--- src/rtl/icache_ctrl.sv ---
// icache_ctrl: miss sequencing for a 32-entry x 64-bit direct-mapped instruction cache.
// Define ICACHE_PREFETCH_EN to add a next-line prefetch after every demand fill.
module icache_ctrl #(
    parameter int unsigned MEM_TAG_W = 4,
    parameter logic [1:0]  BUS_LOAD  = 2'h1
) (
    input  logic                 clock,
    input  logic                 reset_n,
    input  logic                 proc2Icache_en,
    input  logic [63:0]          proc2Icache_addr,
    output logic [63:0]          Icache_data_out,
    output logic                 Icache_valid_out,
    output logic [1:0]           proc2Imem_command,
    output logic [63:0]          proc2Imem_addr,
    input  logic [MEM_TAG_W-1:0] Imem2proc_response,
    input  logic [MEM_TAG_W-1:0] Imem2proc_tag,
    input  logic [63:0]          Imem2proc_data,
    output logic [4:0]           rd1_idx,
    output logic [7:0]           rd1_tag,
    input  logic [63:0]          rd1_data,
    input  logic                 rd1_valid,
    output logic                 wr1_en,
    output logic [4:0]           wr1_idx,
    output logic [7:0]           wr1_tag,
    output logic [63:0]          wr1_data
);

    localparam int unsigned IDX_W  = 5;
    localparam int unsigned TAG_W  = 8;
    localparam int unsigned LINE_W = IDX_W + TAG_W;
    localparam logic [1:0]  BUS_NONE = 2'h0;

`ifdef ICACHE_PREFETCH_EN
    typedef enum logic [2:0] {IDLE, REQ, WAIT, PF_REQ, PF_WAIT} state_e;
`else
    typedef enum logic [1:0] {IDLE, REQ, WAIT} state_e;
`endif

    state_e               state_q, state_d;
    logic [TAG_W-1:0]     l_tag_q, l_tag_d;
    logic [IDX_W-1:0]     l_idx_q, l_idx_d;
    logic [MEM_TAG_W-1:0] m_tag_q, m_tag_d;

    logic [IDX_W-1:0]     f_idx;
    logic [TAG_W-1:0]     f_tag;
    logic                 demand_miss;
    logic                 same_line;
    logic                 beat_match;
    logic                 fill;
    logic                 bypass;
    logic [1:0]           command;
    logic                 unused_addr_bits;
`ifdef ICACHE_PREFETCH_EN
    logic [LINE_W-1:0]    next_line;
`endif

    assign f_idx = proc2Icache_addr[7:3];
    assign f_tag = proc2Icache_addr[15:8];
    assign unused_addr_bits = ^{proc2Icache_addr[63:16], proc2Icache_addr[2:0]};

    assign demand_miss = proc2Icache_en & ~rd1_valid;
    assign same_line   = proc2Icache_en & (f_idx == l_idx_q) & (f_tag == l_tag_q);
    // m_tag of 0 means nothing outstanding, so stray idle-tag beats never match
    assign beat_match  = (m_tag_q != '0) & (Imem2proc_tag == m_tag_q);
`ifdef ICACHE_PREFETCH_EN
    // Tag and index increment as one field so idx 31 carries into the tag
    assign next_line   = {l_tag_q, l_idx_q} + LINE_W'(1);
`endif

    always_ff @(posedge clock or negedge reset_n) begin
        if (!reset_n) begin
            state_q <= IDLE;
            l_tag_q <= '0;
            l_idx_q <= '0;
            m_tag_q <= '0;
        end else begin
            state_q <= state_d;
            l_tag_q <= l_tag_d;
            l_idx_q <= l_idx_d;
            m_tag_q <= m_tag_d;
        end
    end

    always_comb begin
        state_d = state_q;
        l_tag_d = l_tag_q;
        l_idx_d = l_idx_q;
        m_tag_d = m_tag_q;
        command = BUS_NONE;
        fill    = 1'b0;
        case (state_q)
            IDLE: begin
                if (demand_miss) begin
                    l_tag_d = f_tag;
                    l_idx_d = f_idx;
                    state_d = REQ;
                end
            end
            REQ: begin
                if (!same_line) begin
                    state_d = IDLE;
                end else begin
                    command = BUS_LOAD;
                    if (Imem2proc_response != '0) begin
                        m_tag_d = Imem2proc_response;
                        state_d = WAIT;
                    end
                end
            end
            WAIT: begin
                if (beat_match) begin
                    fill    = 1'b1;
                    m_tag_d = '0;
`ifdef ICACHE_PREFETCH_EN
                    {l_tag_d, l_idx_d} = next_line;
                    state_d = PF_REQ;
`else
                    state_d = IDLE;
`endif
                end
            end
`ifdef ICACHE_PREFETCH_EN
            PF_REQ: begin
                command = BUS_LOAD;
                if (Imem2proc_response != '0) begin
                    m_tag_d = Imem2proc_response;
                    state_d = PF_WAIT;
                end else if (demand_miss) begin
                    l_tag_d = f_tag;
                    l_idx_d = f_idx;
                    state_d = REQ;
                end
            end
            PF_WAIT: begin
                if (beat_match) begin
                    fill    = 1'b1;
                    m_tag_d = '0;
                    state_d = IDLE;
                end
            end
`endif
            default: state_d = IDLE;
        endcase
    end

    // Fill-cycle bypass lets the fetch see the returning beat before the array holds it
    assign bypass = fill & same_line;

    assign rd1_idx           = f_idx;
    assign rd1_tag           = f_tag;
    assign Icache_valid_out  = (proc2Icache_en & rd1_valid) | bypass;
    assign Icache_data_out   = bypass ? Imem2proc_data : rd1_data;
    assign proc2Imem_command = command;
    assign proc2Imem_addr    = {48'd0, l_tag_q, l_idx_q, 3'd0};
    assign wr1_en            = fill;
    assign wr1_idx           = l_idx_q;
    assign wr1_tag           = l_tag_q;
    assign wr1_data          = fill ? Imem2proc_data : 64'd0;

endmodule

--- config.mk ---
export PLATFORM = sky130hd
export DESIGN_NAME = icache_ctrl
export DESIGN_NICKNAME = d
export VERILOG_FILES = /design/src/rtl/icache_ctrl.sv
export SDC_FILE = /design/constraint.sdc
export NUM_CORES = 1
export LEC_CHECK = 0
export ABC_CLOCK_PERIOD_IN_PS = 5000
export CELL_PAD_IN_SITES_DETAIL_PLACEMENT = 2
export CELL_PAD_IN_SITES_GLOBAL_PLACEMENT = 2
export CORE_ASPECT_RATIO = 0.6
export CORE_MARGIN = 3
export CORE_UTILIZATION = 12
export CTS_CLUSTER_DIAMETER = 40
export DETAILED_ROUTE_END_ITERATION = 8
export MAX_ROUTING_LAYER = met4
export PLACE_DENSITY = 0.9
export SLEW_MARGIN = 20
export SYNTH_ARGS = -nofsm -noshare
export SYNTH_HDL_FRONTEND = slang
export SYNTH_SLANG_ARGS = --single-unit
export TNS_END_PERCENT = 5
--- constraint.sdc ---
create_clock -name clock -period 5 [get_ports clock]
set_input_delay 1 -clock clock [delete_from_list [all_inputs] [get_ports clock]]
set_output_delay 1 -clock clock [all_outputs]
set_load 0.01 [all_outputs]
== After elaboration in Yosys (flattened, before gate mapping) ==
Cells that the tools add are included.
W data, S select, Z words.

* Input bits: 204
* Word-level logic and storage cells: 44
* Register bits after elaboration: 19
* Output and inout port bits: 222

* Reductions and logical operators: 7
* Bitwise operators: 8
* Multiplexer cells: 15
* Eq/ne operators: 10

{| class="wikitable"
|+ Operators by type and width
! kind !! number
|-
| $mux W64 || 2
|-
| $mux W4 || 3
|-
| $eq A8 B8 Y1 || 1
|-
| $mux W2 || 4
|-
| $ne A2 B2 Y1 const B || 4
|-
| $pmux W4 S2 || 1
|-
| $reduce_bool A4 Y1 || 2
|-
| $and A1 B1 Y1 || 6
|-
| $pmux W2 S3 || 1
|-
| $eq A5 B5 Y1 || 1
|-
| $eq A4 B4 Y1 || 1
|-
| $mux W1 || 4
|-
| $reduce_and A4 Y1 || 1
|-
| $ne A3 B3 Y1 const B || 1
|-
| $reduce_and A3 Y1 || 1
|-
| $eq A2 B1 Y1 const B || 1
|-
| $eq A2 B2 Y1 const B || 1
|-
| $logic_not A2 Y1 || 1
|-
| $reduce_and A2 Y1 || 1
|-
| $reduce_bool A2 Y1 || 1
|-
| $not A1 Y1 || 1
|-
| $or A1 B1 Y1 || 1
|}

== Logic depth before layout (Yosys ltp) ==
* Depth after elaboration: 6
* Mapped depth: 7
* Mapped depth without buffers: 5

== Worst setup path before layout ==
Ideal clock, no wire load.

* Path type: input -> output
* Start point: input port proc2Icache_addr[7]
* End point: output port Icache_data_out[14]
* Required time: 4.000 ns
* Data arrival time: 2.354 ns
* Path buffers: 2
* Cell stages on the path: 7
* Path slack: 1.646 ns
* Path through: xnor2_1 nand4_1 nor4_2 nand2_1 buf_6 buf_6 mux2_4

* Word-level cells in the longest chain between the ends: 5

{| class="wikitable"
|+ RTL lines
! item !! RTL line !! text
|-
| from (decl) || 10 || <nowiki>input logic [63:0] proc2Icache_addr,</nowiki>
|-
| $eq A5 B5 Y1 || 62 || <nowiki>assign same_line = proc2Icache_en & (f_idx == l_idx_q) & (f_tag == l_tag_q);</nowiki>
|-
| $and A1 B1 Y1 (2 in a row) || 62 ||
|-
| $and A1 B1 Y1 || 147 || <nowiki>assign bypass = fill & same_line;</nowiki>
|-
| $mux W64 || 152 || <nowiki>assign Icache_data_out = bypass ? Imem2proc_data : rd1_data;</nowiki>
|-
| to (decl) || 11 || <nowiki>output logic [63:0] Icache_data_out,</nowiki>
|}

No other way between the ends.

== Worst setup path in the final report ==
* Start point: input port proc2Icache_addr[13]
* End point: output port Icache_data_out[44]

* Word-level cells in the longest chain between the ends: 4

{| class="wikitable"
|+ RTL lines
! item !! RTL line
|-
| $eq A8 B8 Y1 || 62
|-
| $and A1 B1 Y1 || 62
|-
| $and A1 B1 Y1 || 147
|-
| $mux W64 || 152
|}

No other way between the ends.

==> key figures <==
Pwr
  – Pwr per Cell Area: 141 nW/um^2
  – Leak: 2.64 nW
  – Max VDD drop: between 0.1 and 0.15 mV
  – Switching power: 0.000287 W
  – Combinational Power Share: 56.1%
  – Internal power: about 0.0006 W
  – Part of the power in registers: about a quarter
  – Switching Fraction: 32.3%
  – Clock power share: 19.1%
  – Total power: 0.000888 W

Drt
  – TritonRoute pass-1 iters: 4
  – Final WL: between 15 and 20 mm
  – Vias per cell: between 3 and 4
  – DR iter-0 viols: ~120
  – Vias: roughly 3100
  – DRC violations left: 0
  – WL/cell: 18.2 um
  – Final ANT Viol Nets: 0

Timing
  – Final Skew: 0.00403 ns
  – Sum Neg Setup Slack: 0 ns
  – Tmin final: approximately 4.8 ns
  – Fmax: 0.209 GHz
  – Max-slew violations: 0
  – Worst Slack Setup Final: 0.223 ns
  – Worst-margin pin slew: 0.894 ns
  – RSZ-0062 raised after global routing: no
  – Final Setup Violations: 0
  – Min Hold Slack: 0.540 ns
  – Hold Fails Final Rpt: 0
  – Tcrit/Tclk final: 95.5%
  – Relative slew slack: about two fifths

Yosys
  – Avg Cell Area, Syn: 9.69 um^2
  – #FFs+latches synth: 19
  – Ys Warns: 0
  – Mapped cell area: 3000 um^2
  – Asr flop ratio synth: 100%
  – Post-synth EDFFs: 0
  – Prevailing post-synth register cell: dfrtp_1
  – Sequential fraction of the synthesis area: 15.8%
  – Netlist cell types: 28
  – Post-Synthesis Cells: just over 300

Min path
  – Hold EP: m_tag_q[2]
  – HP Start: m_tag_q[2]
  – Hold path depth: 2
  – Class of the worst hold path: flip-flop to flip-flop

Clock tree
  – Clock sink total: 19
  – Clock Tree Root: clkbuf_16
  – Post-CTS sizing: 0
  – CTS tree: yes
  – Postcts setup bufs: 0
  – H-tree Lvls: 1
  – Max clock buf depth: 2
  – Total CTS buffers: 3
  – Skew-Pair Late Insertion Delay: 0.25 ns
  – Worst-path clk slew: about 0.060 ns
  – Post-cts hold buffer count: 0

Critical path
  – R2r endpoint: m_tag_q[0]
  – Maximum fanout along the worst path: 60
  – Reg-to-reg startpoint: m_tag_q[0]
  – Worst Path Arrival: 3.78 ns
  – Critical path startpoint category: input port
  – Flop-to-flop setup slack: just under 3 ns
  – Worst R2R Path Depth: 6
  – WP data required: 4.00 ns
  – Crit Path Class: input port to primary output
  – Worst Setup End Kind: primary output

Placed design
  – DP Area: between 6000 and 7000 um^2
  – DP HPWL: 14.7 mm
  – Place WS: 0.346 ns
  – Final Wtd Congestion: 0.797
  – Buffers on Ports: 322

Global routing
  – Grt total ovfl: 0
  – Largest net degree at the start of global routing: 67
  – Initial antenna violation count: 1
  – GRT Total Usage: between 10% and 20%
  – Vias in the first global route: 3306
  – First-pass GRT wire length: 23.0 mm

Die
  – Row cnt: 44
  – Die area: 27000 um^2
  – Die height: approximately 130 um
  – Starting Density: 12.3%
  – Die Width: ~210 um
  – Core area: 24400 um^2
  – Num ports: 426

Cells and area
  – # nets final: between 800 and 900
  – Layout cells sized above 1: 15.2%
  – Area grow syn2layout: 110%
  – Post-route cell area: ~6300 um^2

Job
  – Max-cap violations: 0

Outcome
  – Status: finished, final reports clean
registers in the layout (all words and copies together), names as in the netlist:
| register | flops |
|---|---|
| wr1_tag | 8 |
| wr1_idx | 5 |
| m_tag_q | 4 |
| state_q | 2 |
stage by stage:
stage	cells	utilization, %
finish	922	25.8
global route	922	25.8
CTS	921	25.8
detailed placement	917	25.5
global placement	917	25.5
floorplan	361	-
Yosys cell counts (all sizes together), types with 2 or more instances:
library cell / n / share of area, %
inv: 4 / 0.50
o22ai: 2 / 0.42
mux2i: 4 / 1.3
nor4: 3 / 0.83
nand2b: 2 / 0.42
nand2: 9 / 1.1
mux2: 77 / 35
clkbuf: 7 / 0.88
dfrtp: 19 / 16
xnor2: 16 / 4.7
nand4: 6 / 1.3
and2: 64 / 13
buf: 86 / 22
per-layer routing:
layer / share of wire, % / routed length (um) / track usage, %
met4: 0.26 / 44 / 0.871
met5: 0 / 0 / -
met1: 41 / 6860 / 14.0
met3: 5.0 / 833 / 2.12
met2: 54 / 9000 / 20.6
worst max-delay path: stages:
cell and delay, ns:
clkdlybuf4s50_1 0.45, xnor2_1 0.35, nand4_1 0.17, nor4_2 0.35
buf_4 0.19, nand2_4 0.06, buf_12 0.23, mux2_4 0.36
clkdlybuf4s50_1 0.52
worst max-delay path by stage:
stage                         startpoint                  end  slack (ns)
detailed placement  proc2Icache_addr[15]  Icache_data_out[19]        0.35
global route        proc2Icache_addr[13]  Icache_data_out[19]        0.16
CTS                 proc2Icache_addr[15]  Icache_data_out[19]        0.28
finish              proc2Icache_addr[13]  Icache_data_out[44]        0.22
global placement    proc2Icache_addr[15]  Icache_data_out[22]        0.38
floorplan            proc2Icache_addr[7]  Icache_data_out[14]        1.65
final cells by class:
| class | count | area, um^2 |
|---|---|---|
| Multi-Input combinational cell | 245 | 2030 |
| Clock buffer | 3 | 75.1 |
| Antenna cell | 1 | 2.50 |
| Timing Repair Buffer | 327 | 3290 |
| Fill cell | 2775 | 18100 |
| Clock inverter | 1 | 7.51 |
| Sequential cell | 19 | 475 |
| Tap cell | 322 | 403 |
| Inverter | 4 | 15.0 |
cells by family after synthesis:
family                 after synthesis  synth area share [%]
AO/OA/AOI/OAI                        5                  1.12
XOR/XNOR                            16                  4.67
buffers and inverters               97                  23.5
flip-flops                          19                  15.8
multiplexers                        81                  36.3
other                                1                 0.125
AND/OR/NAND/NOR                     91                  18.5
power by group through the flow:
stage / sequential [W] / clock [W] / combinational, W
after CTS: 0.000222 / 0.000175 / 0.000502
after floorplan: 0.000225 / 0 / 0.000229
after detailed placement: 0.000225 / 0 / 0.000498
after global placement: 0.000221 / 0 / 0.000485
after global routing: 0.000228 / 0.000182 / 0.000528
final: 0.000221 / 0.000169 / 0.000498
placed cells by master (no fill, tap or decap), drive strengths merged:
cell type      count
a21o               1
and2              64
buf                5
clkbuf             3
clkdlybuf4s50    322
clkinvlp           1
conb              52
dfrtp             19
diode              1
inv                4
mux2              77
mux2i              4
nand2              9
nand2b             2
nand3b             1
nand4              6
nor2               1
nor2b              1
nor3               1
nor3b              1
nor4               3
nor4b              1
o2111ai            1
o21ai              1
o22ai              2
or2                1
xnor2             16
(Power assumes the default switching activity.)
